[src/rtl/grid_line_clear.sv]
// Line-clear engine: scans the playfield bottom-up, collapses full rows and zero-fills row 0.
// Latency: one grid cell per cycle in every state, plus one DONE cycle.
// Backpressure: none; start is accepted only in IDLE, and a start while busy is dropped.
module grid_line_clear #(
   parameter int ROWS    = 10,
   parameter int COLS    = 10,
   parameter int COLOR_W = 3,
   parameter int ROW_W   = 4,
   parameter int COL_W   = 4
) (
   input  logic               clk,
   input  logic               reset,
   input  logic               start,
   output logic               busy,
   output logic               done,
   output logic [ROW_W-1:0]   lines_cleared,
   output logic [ROW_W-1:0]   rd_row,
   output logic [COL_W-1:0]   rd_col,
   input  logic [COLOR_W-1:0] rd_data,
   output logic               wr_en,
   output logic [ROW_W-1:0]   wr_row,
   output logic [COL_W-1:0]   wr_col,
   output logic [COLOR_W-1:0] wr_data
);

   localparam logic [ROW_W-1:0] ROW_LAST = ROW_W'(ROWS - 1);
   localparam logic [COL_W-1:0] COL_LAST = COL_W'(COLS - 1);
   localparam logic [ROW_W-1:0] ROW_ONE  = ROW_W'(1);

   typedef enum logic [2:0] {
      IDLE,
      SCAN,
      SHIFT,
      CLEAR_TOP,
      DONE
   } state_t;

   state_t           state, state_nx;
   logic [ROW_W-1:0] r, r_nx;
   logic [ROW_W-1:0] rr, rr_nx;
   logic [COL_W-1:0] c, c_nx;
   logic [ROW_W-1:0] lines, lines_nx;

   assign lines_cleared = lines;

   // State and counter registers; reset abandons any partly shifted grid as-is.
   always_ff @(posedge clk or posedge reset) begin
      if (reset) begin
         state <= IDLE;
         r     <= '0;
         rr    <= '0;
         c     <= '0;
         lines <= '0;
      end else begin
         state <= state_nx;
         r     <= r_nx;
         rr    <= rr_nx;
         c     <= c_nx;
         lines <= lines_nx;
      end
   end

   // Next-state, counter updates and grid port drive, all from the current state.
   always_comb begin
      state_nx = state;
      r_nx     = r;
      rr_nx    = rr;
      c_nx     = c;
      lines_nx = lines;
      busy     = 1'b1;
      done     = 1'b0;
      rd_row   = '0;
      rd_col   = '0;
      wr_en    = 1'b0;
      wr_row   = '0;
      wr_col   = '0;
      wr_data  = '0;
      case (state)
         IDLE: begin
            busy = 1'b0;
            if (start) begin
               state_nx = SCAN;
               r_nx     = ROW_LAST;
               c_nx     = '0;
               lines_nx = '0;
            end
         end
         SCAN: begin
            rd_row = r;
            rd_col = c;
            if (rd_data == '0) begin
               // Any empty cell ends this row early; move up or finish at the top.
               if (r == '0) begin
                  state_nx = DONE;
               end else begin
                  r_nx = r - ROW_ONE;
                  c_nx = '0;
               end
            end else if (c != COL_LAST) begin
               c_nx = c + 1'b1;
            end else begin
               lines_nx = lines + 1'b1;
               c_nx     = '0;
               if (r == '0) begin
                  state_nx = CLEAR_TOP;
               end else begin
                  state_nx = SHIFT;
                  rr_nx    = r;
               end
            end
         end
         SHIFT: begin
            // Copy row rr-1 into row rr through the combinational read port.
            rd_row  = rr - ROW_ONE;
            rd_col  = c;
            wr_en   = 1'b1;
            wr_row  = rr;
            wr_col  = c;
            wr_data = rd_data;
            if (c != COL_LAST) begin
               c_nx = c + 1'b1;
            end else begin
               c_nx = '0;
               if (rr == ROW_ONE) state_nx = CLEAR_TOP;
               else               rr_nx    = rr - ROW_ONE;
            end
         end
         CLEAR_TOP: begin
            wr_en  = 1'b1;
            wr_col = c;
            if (c != COL_LAST) begin
               c_nx = c + 1'b1;
            end else begin
               // Same r: the row just shifted into it may itself be full.
               c_nx     = '0;
               state_nx = SCAN;
            end
         end
         DONE: begin
            done     = 1'b1;
            state_nx = IDLE;
         end
         default: state_nx = IDLE;
      endcase
   end

endmodule

[config.mk]
export PLATFORM = sky130hd
export DESIGN_NAME = grid_line_clear
export DESIGN_NICKNAME = d
export VERILOG_FILES = /design/src/rtl/grid_line_clear.sv
export SDC_FILE = /design/constraint.sdc
export NUM_CORES = 1
export LEC_CHECK = 0
export CORE_MARGIN = 2
export CORE_UTILIZATION = 49
export DETAILED_ROUTE_END_ITERATION = 8
export PLACE_DENSITY_LB_ADDON = 0.05
export SYNTH_ARGS = -nofsm -noshare
export SYNTH_HDL_FRONTEND = slang
export SYNTH_SLANG_ARGS = --single-unit
[constraint.sdc]
create_clock -name clk -period 2.7 [get_ports clk]
set_input_delay 0.54 -clock clk [delete_from_list [all_inputs] [get_ports clk]]
set_output_delay 0.54 -clock clk [all_outputs]
set_load 0.01 [all_outputs]
==> impl_metrics.json <==
{
  "status": "finished, final reports clean",
  "cts_tree": "yes",
  "grt_pass1_vias": 1150,
  "postSynthNetCount": 163,
  "ys_seq_elements": 19,
  "routabilityCongestion": 0.766,
  "drive_gt1_frac": 0.114,
  "arrival_ns": 2.08,
  "p_total_mw": 1.54,
  "startpoint_type": "register",
  "drt_iter0_markers": 39,
  "drc_errors": 0,
  "die_y_um": 56.4,
  "io_pins": 32,
  "post-route-min-period_ns": 2.62,
  "cts_buffer_depth": 2,
  "rows": 18,
  "clk_pin_slew_ns": 0.13,
  "worstSetupPathType": "register to output port",
  "ctsHtreeMaxLevel": 1,
  "antenna_cells": 0,
  "fin_util": 0.684,
  "setup_ws_ns": 0.0820,
  "gr-total-overflow": 0,
  "postCtsSetupBuffers": 0,
  "syn_inst": 150,
  "die_area_um2": 3180,
  "grt_pass1_wl_um": 5440,
  "insertion_delay_ns": 0.31,
  "crit_path_end_kind": "output port",
  "worst_slew_pin_slew_ns": 0.770,
  "yosys-top-cells-area": "dfrtp_1, ha_1, nand2_1, and2_1, xor2_1",
  "die_w_um": 56.4,
  "avgRoutedWirePerCell_um": 15.7,
  "synth_top_area_share": 0.353,
  "fillers": 217,
  "routed_wl_um": 3350,
  "period_share": 0.970,
  "nNetsFinal": 198,
  "tns_ns": 0,
  "via_per_inst": 5.61,
  "antenna_found_initial": 0,
  "cts-root-buf": "clkbuf_4",
  "clock.fmax_mhz": 382,
  "vias": 1200,
  "hpwlAfterDp_um": 2480,
  "numCtsBuffers": 3,
  "finalSetupViolations": 0,
  "critPathRequiredTime_ns": 2.16,
  "yosysSeqAreaShare": 0.353,
  "grt_max_degree": 20,
  "grt_use_total": 0.217,
  "power_density_nw_per_um2": 888,
  "initial_core_util": 0.529,
  "ys_types": 44,
  "place_ws_ns": 0.311,
  "core_um2": 2540,
  "skew_ns": 0.00807,
  "crit_fanout": 14,
  "leakage_nw": 0.772,
  "drtAntennaViolNets": 0,
  "syn_area_um2": 1350,
  "hold_path_class": "register to register",
  "drv_cap": 0,
  "rsz0062_at_grt": "no",
  "yosysTopAreaCell": "dfrtp_1",
  "relSlewSlack": 0.486,
  "first_pass_iters": 4,
  "finalHoldViolCount": 0,
  "drv_slew": 0,
  "clkSinkCount": 19,
  "holdWs_ns": 0.547,
  "port_buffers": 31,
  "areaGrowthSynthToFinish_pct": 29.4,
  "ir_worst_vdd_mv": 0.641,
  "synth_area_per_cell_um2": 8.97,
  "yosysWarningCount": 0
}
[final cells by class]
| cell class | instances | area, µm² | share of cell area |
|---|---|---|---|
| clock buffers | 3 | 22.5 | 0.0129 |
| repair buffers | 37 | 360 | 0.207 |
| inverters | 9 | 33.8 | 0.0194 |
| multi-input cells | 115 | 803 | 0.462 |
| flip-flops and latches | 19 | 478 | 0.275 |
| well taps | 30 | 37.5 | 0.0216 |
| clock inverters | 1 | 5.00 | 0.00288 |
[worst max-delay path: stages, from the launching register on]
cell	delay (ns)
dfrtp_1	0.40
buf_4	0.19
or3b_4	0.46
o22ai_1	0.16
clkdlybuf4s50_1	0.55
[per-stage QoR]
step	cell area, µm²	instances
floorplan	1350	150
global placement	1690	210
CTS	1730	214
global route	1740	214
finish	1740	214
detailed placement	1690	210
[cells in the mapped netlist, drive strengths merged]
cell / n
o41ai: 1
a21oi: 3
a211oi: 1
xor2: 5
a21o: 1
nand4: 3
o31ai: 2
a31oi: 4
a22o: 1
a311o: 1
and3: 2
nor3: 6
inv: 9
o2bb2ai: 1
and3b: 1
or3: 3
o21ai: 8
dfrtp: 19
o21a: 1
nand2: 17
xnor2: 2
o32ai: 2
nor2b: 3
nor3b: 4
nor4b: 1
mux2i: 3
ha: 7
a211o: 1
buf: 4
nor2: 10
o22ai: 4
nand3b: 1
nand3: 2
and2b: 1
clkbuf: 3
and2: 8
mux2: 2
or3b: 3
[path summary, 6_finish.rpt]
kind	end	cells past startpoint	slack, ns	from
worst max register to register	rr[1]	6	0.67	rr[1]
worst max-delay path	rd_row[1]	4	0.08	state[2]
worst min-delay path	c[2]	1	0.55	c[2]
worst min register to register	c[2]	1	0.55	c[2]
min in group asynchronous	lines_cleared[1]	2	0.65	reset
max in group asynchronous	state[1]	2	1.52	reset
[power by group]
group          switching (mW)  internal, mW  leakage [nW]
Clock                   0.101        0.0553        0.0177
Sequential              0.124         0.365         0.245
Combinational           0.451         0.448         0.509
[registers in the layout, indices dropped and copies added, names as in the netlist]
register       cells
rr                 4
state              3
c                  4
lines_cleared      4
r                  4
[placed cells by master, fill, tap and decap left out, drive strengths merged, types with 2 or more instances in the layout]
cell type / n
or3: 3
inv: 9
nand2: 17
nor3b: 4
o32ai: 2
nand3: 2
and3: 2
nand4: 3
a31oi: 4
a21oi: 3
xnor2: 2
nor2: 10
mux2: 2
o21ai: 8
nor2b: 3
buf: 6
ha: 7
dlymetal6s2s: 2
xor2: 5
mux2i: 3
o22ai: 4
nor3: 6
clkdlybuf4s50: 29
dfrtp: 19
o31ai: 2
and2: 8
clkbuf: 3
or3b: 3
[cell families (layout without fill, tap and decap cells)]
family / after synthesis / after routing / synth area share
AO/OA/AOI/OAI: 31 / 31 / 0.167
XOR/XNOR: 7 / 7 / 0.0456
adder cells (fa/ha/maj): 7 / 7 / 0.0651
buffers and inverters: 16 / 50 / 0.0577
flip-flops: 19 / 19 / 0.353
multiplexers: 5 / 5 / 0.0419
AND/OR/NAND/NOR: 65 / 65 / 0.269
[per-layer routing]
layer | part of all wire | track usage | wire length [µm] | up-vias
met5 | 0 | 0 | 0 | -
met3 | 0.044 | 0.0323 | 149 | 6
met4 | 0.011 | 0.0578 | 36 | 0
met2 | 0.47 | 0.356 | 1590 | 29
li1 | - | - | - | 602
met1 | 0.47 | 0.299 | 1580 | 563
[what timing repair did]
action	CTS	global route
endpoints found under the setup margin	3	7
pin swaps	0	1
gates cloned	0	0
resized for setup	2	5
hold buffers	0	0
(Power assumes the default switching activity.)
==> RTL edit 1, RTL diff (same settings) <==
The 5 states of `state_t` get a one-hot encoding in 5 bits.
--- a/src/rtl/grid_line_clear.sv
+++ b/src/rtl/grid_line_clear.sv
@@ -27,12 +27,12 @@
    localparam logic [COL_W-1:0] COL_LAST = COL_W'(COLS - 1);
    localparam logic [ROW_W-1:0] ROW_ONE  = ROW_W'(1);
 
-   typedef enum logic [2:0] {
-      IDLE,
-      SCAN,
-      SHIFT,
-      CLEAR_TOP,
-      DONE
+   typedef enum logic [4:0] {
+      IDLE      = 5'b00001,
+      SCAN      = 5'b00010,
+      SHIFT     = 5'b00100,
+      CLEAR_TOP = 5'b01000,
+      DONE      = 5'b10000
    } state_t;
 
    state_t           state, state_nx;
Behaviour: no difference found for any inputs over 10 cycles, from zero or initial values and one cycle with reset high; not proved beyond that.
==> RTL edit 1 against the unedited design <==
Total power shrank 28%; synthesized cell count grew 8.7%; setup slack gained 0.014 ns; final area grew 13%; routed wire length grew 4.4%; clock power grew 7%; synthesized area grew 8.5%; global-route usage grew 2.0 points; sequential cell count grew 2; sequential share of layout area shrank 0.44 points.
==> RTL edit 1: results (changes against the unedited design) <==
status -> finished, final reports clean (unchanged)
most frequent cells after synthesis -> dfrtp_1, nand2_1, nor2_1 (unchanged)
Post-Syn Nets -> 176 (was 163)
I/O Buffers -> 31 (unchanged)
Mean Syn Cell Area -> 8.95 sq um (was 8.97 sq um)
initial antenna violation count -> 0 (unchanged)
RR Endpoint -> state[1] (was rr[1])
largest net degree at the start of global routing -> 22 (was 20)
Req. time, crit path -> 2.16 ns (about the same)
share of layout cells above drive strength 1 -> 18.8% (was 11.4%)
Total GRT Usage -> 23.7% (was 21.7%)
Root Buffer -> clkbuf_4 (unchanged)
wire length of the first global-routing pass -> 6.30 mm (was 5.44 mm)
Cells after DPL -> 225 (was 210)
Worst Hold Launch -> r[0] (was c[2])
largest register by flop count -> state
drt total wl -> 3.50 mm (was 3.35 mm)
first-pass iteration count of the detailed router -> 4 (unchanged)
# diodes -> 0 (unchanged)
initial drt markers -> 61 (was 39)
switching part of the total power -> 39.5% (was 43.7%)
Max VDD drop -> 585 uV (was 641 uV)
leakage power -> 1.04 nW (was 0.772 nW)
Fin Clk Skew -> 0.0140 ns (was 0.00807 ns)
sequential power -> 0.430 mW (was 0.489 mW)
Crit Path Class -> flip-flop to output port (unchanged)
clock buffer depth -> 2 (unchanged)
clock share of power -> 15.0% (was 10.1%)
clock latency on the worst-skew pair -> 0.33 ns (was 0.31 ns)
Largest register FFs -> 5
Post-synth ARST share -> 100% (unchanged)
Hold Crit Class -> flip-flop to flip-flop (unchanged)
CTS H-tree depth -> 1 (unchanged)
count leader, synth -> dfrtp_1 (unchanged)
Worst Tran Pin Value -> 0.827 ns (was 0.770 ns)
CP Max Fanout -> 5 (was 14)
Worst-path clk slew -> 0.14 ns
WL/cell -> 14.7 microns (was 15.7 microns)
hold depth -> 1 (unchanged)
Critical R2R Launch -> state[4] (was rr[1])
Final nets -> 221 (was 198)
worst r2r path cells -> 6 (unchanged)
sequential area share after synthesis -> 36.1% (was 35.3%)
flop2flop setup slack -> 0.68 ns
sw power -> 0.441 mW (was 0.676 mW)
hold path endpoint -> r[0] (was c[2])
hpwl dp -> 2.50 mm (was 2.48 mm)
yosys warns -> 0 (unchanged)
number of global-route vias before repair -> 1,367 (was 1,150)
fill count -> 221 (was 217)
cts bufs inserted -> 3 (unchanged)
final RePlAce weighted congestion -> 0.956 (was 0.766)
Worst Setup EP -> busy (was rd_row[1])
Synth area leaders -> dfrtp_1, ha_1, and2_1 (was dfrtp_1, ha_1, nand2_1)
vias per cell -> 5.74 (was 5.61)
distinct cell type count after synthesis -> 49 (was 44)
[RTL edit 1: critical path, stage by stage (launching register included)]
cell and delay (ns):
dfrtp_2 0.45, buf_4 0.16, or3_1 0.39, or2_1 0.26
clkdlybuf4s50_1 0.48
[RTL edit 1: repair_timing]
| item | in CTS | in global routing |
|---|---|---|
| setup endpoints to repair | 13 | 10 |
| pin swaps | 3 | 1 |
| buffers inserted | 8 | 1 |
| gates resized for setup | 11 | 11 |
[RTL edit 1: per-stage QoR]
step / hold slack, ns / utilization, % / worst slack, ns / cell area (sq um)
floorplan: 0.469 / - / 0.616 / 1460
global placement: 0.488 / 65.4 / 0.184 / 1820
detailed placement: 0.512 / 65.4 / 0.161 / 1820
CTS: 0.535 / 69.5 / 0.000533 / 1930
global route: 0.554 / 70.8 / 0.00712 / 1970
finish: 0.529 / 70.8 / 0.0959 / 1970
[RTL edit 1: layer usage]
metal / vias up / wire length (microns) / part of all wire [%] / global-route usage (%)
li1: 667 / - / - / -
met1: 649 / 1570 / 45 / 31.7
met2: 43 / 1660 / 47 / 37.9
met3: 8 / 211 / 6.0 / 4.62
met4: 0 / 57 / 1.6 / 9.30
met5: - / 0 / 0 / 0
[RTL edit 1: area by class of cell]
class	count	area, sq um	area share [%]
timing repair buffer	46	445	22.6
multi-input combinational	127	888	45.1
clock inverter	1	7.51	0.381
sequential	21	532	27.0
tap	31	38.8	1.97
clock buffer	3	22.5	1.14
inverter	9	33.8	1.72
[RTL edit 1: cell families after synthesis]
kind of cell	count (synthesis)	share of synthesized area, %
AOI/OAI and AO/OA	35	15.4
xor gates and xnor gates	7	4.20
adders and majority gates	7	6.00
buffers and inverters	15	4.72
DFF	21	36.1
muxes	3	2.40
and+or+nand+nor	75	31.2
==> RTL edit 2, RTL diff (same settings) <==
Made on the original files. Change the parameter `COLOR_W` from 3 to 6.
--- a/src/rtl/grid_line_clear.sv
+++ b/src/rtl/grid_line_clear.sv
@@ -4,7 +4,7 @@
 module grid_line_clear #(
    parameter int ROWS    = 10,
    parameter int COLS    = 10,
-   parameter int COLOR_W = 3,
+   parameter int COLOR_W = 6,
    parameter int ROW_W   = 4,
    parameter int COL_W   = 4
 ) (
Ports: changed (resized rd_data and wr_data); port bits go from 32 to 38. No check against the original RTL was run, so the function may have changed too.
==> RTL edit 2 against the unedited design <==
Global-route usage is essentially flat; final area increased by 7.0%; sequential cell count is the same; routed wire length grew 4.0%; total power grew 2.7%; combinational power rose by 4.3%; setup slack better by 0.013 ns; synthesized area up 2.6%; critical endpoint unchanged; largest power group unchanged.
==> RTL edit 2: results (changes against the unedited design) <==
routed via count -> 1,254 (was 1,200)
flop2flop setup slack -> 0.65 ns (was 0.67 ns)
routed wl met2 -> 1.83 mm (was 1.59 mm)
clock share of power -> 9.5% (was 10.1%)
Fin Clk Skew -> 0.00959 ns (was 0.00807 ns)
CP Max Fanout -> 8 (was 14)
Final nets -> 214 (was 198)
number of global-route vias before repair -> 1,185 (was 1,150)
initial drt markers -> 35 (was 39)
Metal-1 WL -> 1.53 mm (was 1.58 mm)
Worst Tran Pin Value -> 0.769 ns (was 0.770 ns)
Mean Syn Cell Area -> 8.96 sq um (was 8.97 sq um)
pre-CTS WS -> 0.250 ns (was 0.311 ns)
final RePlAce weighted congestion -> 0.803 (was 0.766)
Arr. time, crit path -> 2.06 ns (was 2.08 ns)
I/O Buffers -> 37 (was 31)
Critical R2R Launch -> state[1] (was rr[1])
status -> finished, final reports clean (unchanged)
compound-gate portion of the synthesized area -> 16.9% (was 16.7%)
Max VDD drop -> 568 uV (was 641 uV)
WL/cell -> 15.3 microns (was 15.7 microns)
Synth Area in Adders -> 6.35% (was 6.51%)
GRT met2 Usage -> 38.1% (was 35.6%)
P per Cell Area -> 852 nW/um^2 (was 888 nW/um^2)
leakage power -> 0.853 nW (was 0.772 nW)
hpwl dp -> 2.62 mm (was 2.48 mm)
RR Endpoint -> rr[0] (was rr[1])
distinct cell type count after synthesis -> 46 (was 44)
wire length of the first global-routing pass -> 5.48 mm (was 5.44 mm)
Total GRT Usage -> 21.8% (was 21.7%)
hold depth -> 2 (was 1)
Synth Area in XOR/XNOR -> 4.44% (was 4.56%)
Worst-path clk slew -> 0.11 ns (was 0.13 ns)
met3 WL post-DR -> 98 microns (was 149 microns)
switching part of the total power -> 43.5% (was 43.7%)
Post-Syn Nets -> 170 (was 163)
vias per cell -> 5.50 (was 5.61)
sequential power -> 0.497 mW (was 0.489 mW)
mux cell area share after synthesis -> 5.44% (was 4.19%)
Synth area leaders -> dfrtp_1, ha_1, and2_1 (was dfrtp_1, ha_1, nand2_1)
placed inst area -> 1800 sq um (was 1690 sq um)
share of layout cells above drive strength 1 -> 14.7% (was 11.4%)
==> RTL edit 2: worst max-delay path, cell delays in order (launching register included) <==
cell,delay [ns]
dfrtp_1,0.44
buf_4,0.18
or3b_4,0.40
o22ai_1,0.18
clkdlybuf4s50_1,0.56
==> RTL edit 2: final cells by class <==
cell class	instances	area [sq um]
clock buffers	3	22.5
clock inverters	1	5.00
fillers	220	848
inverters	10	37.5
multi-input cells	120	846
flip-flops and latches	19	478
well taps	31	38.8
repair buffers	44	434
==> RTL edit 2: worst min-delay path by stage <==
stage                     slack (ns)               end              from
after global placement          0.51  lines_cleared[0]  lines_cleared[0]
after CTS                       0.56  lines_cleared[3]  lines_cleared[3]
after floorplan                 0.49              c[0]             reset
after global routing            0.58  lines_cleared[0]  lines_cleared[0]
final                           0.55  lines_cleared[3]  lines_cleared[3]
after detailed placement        0.53  lines_cleared[3]  lines_cleared[3]
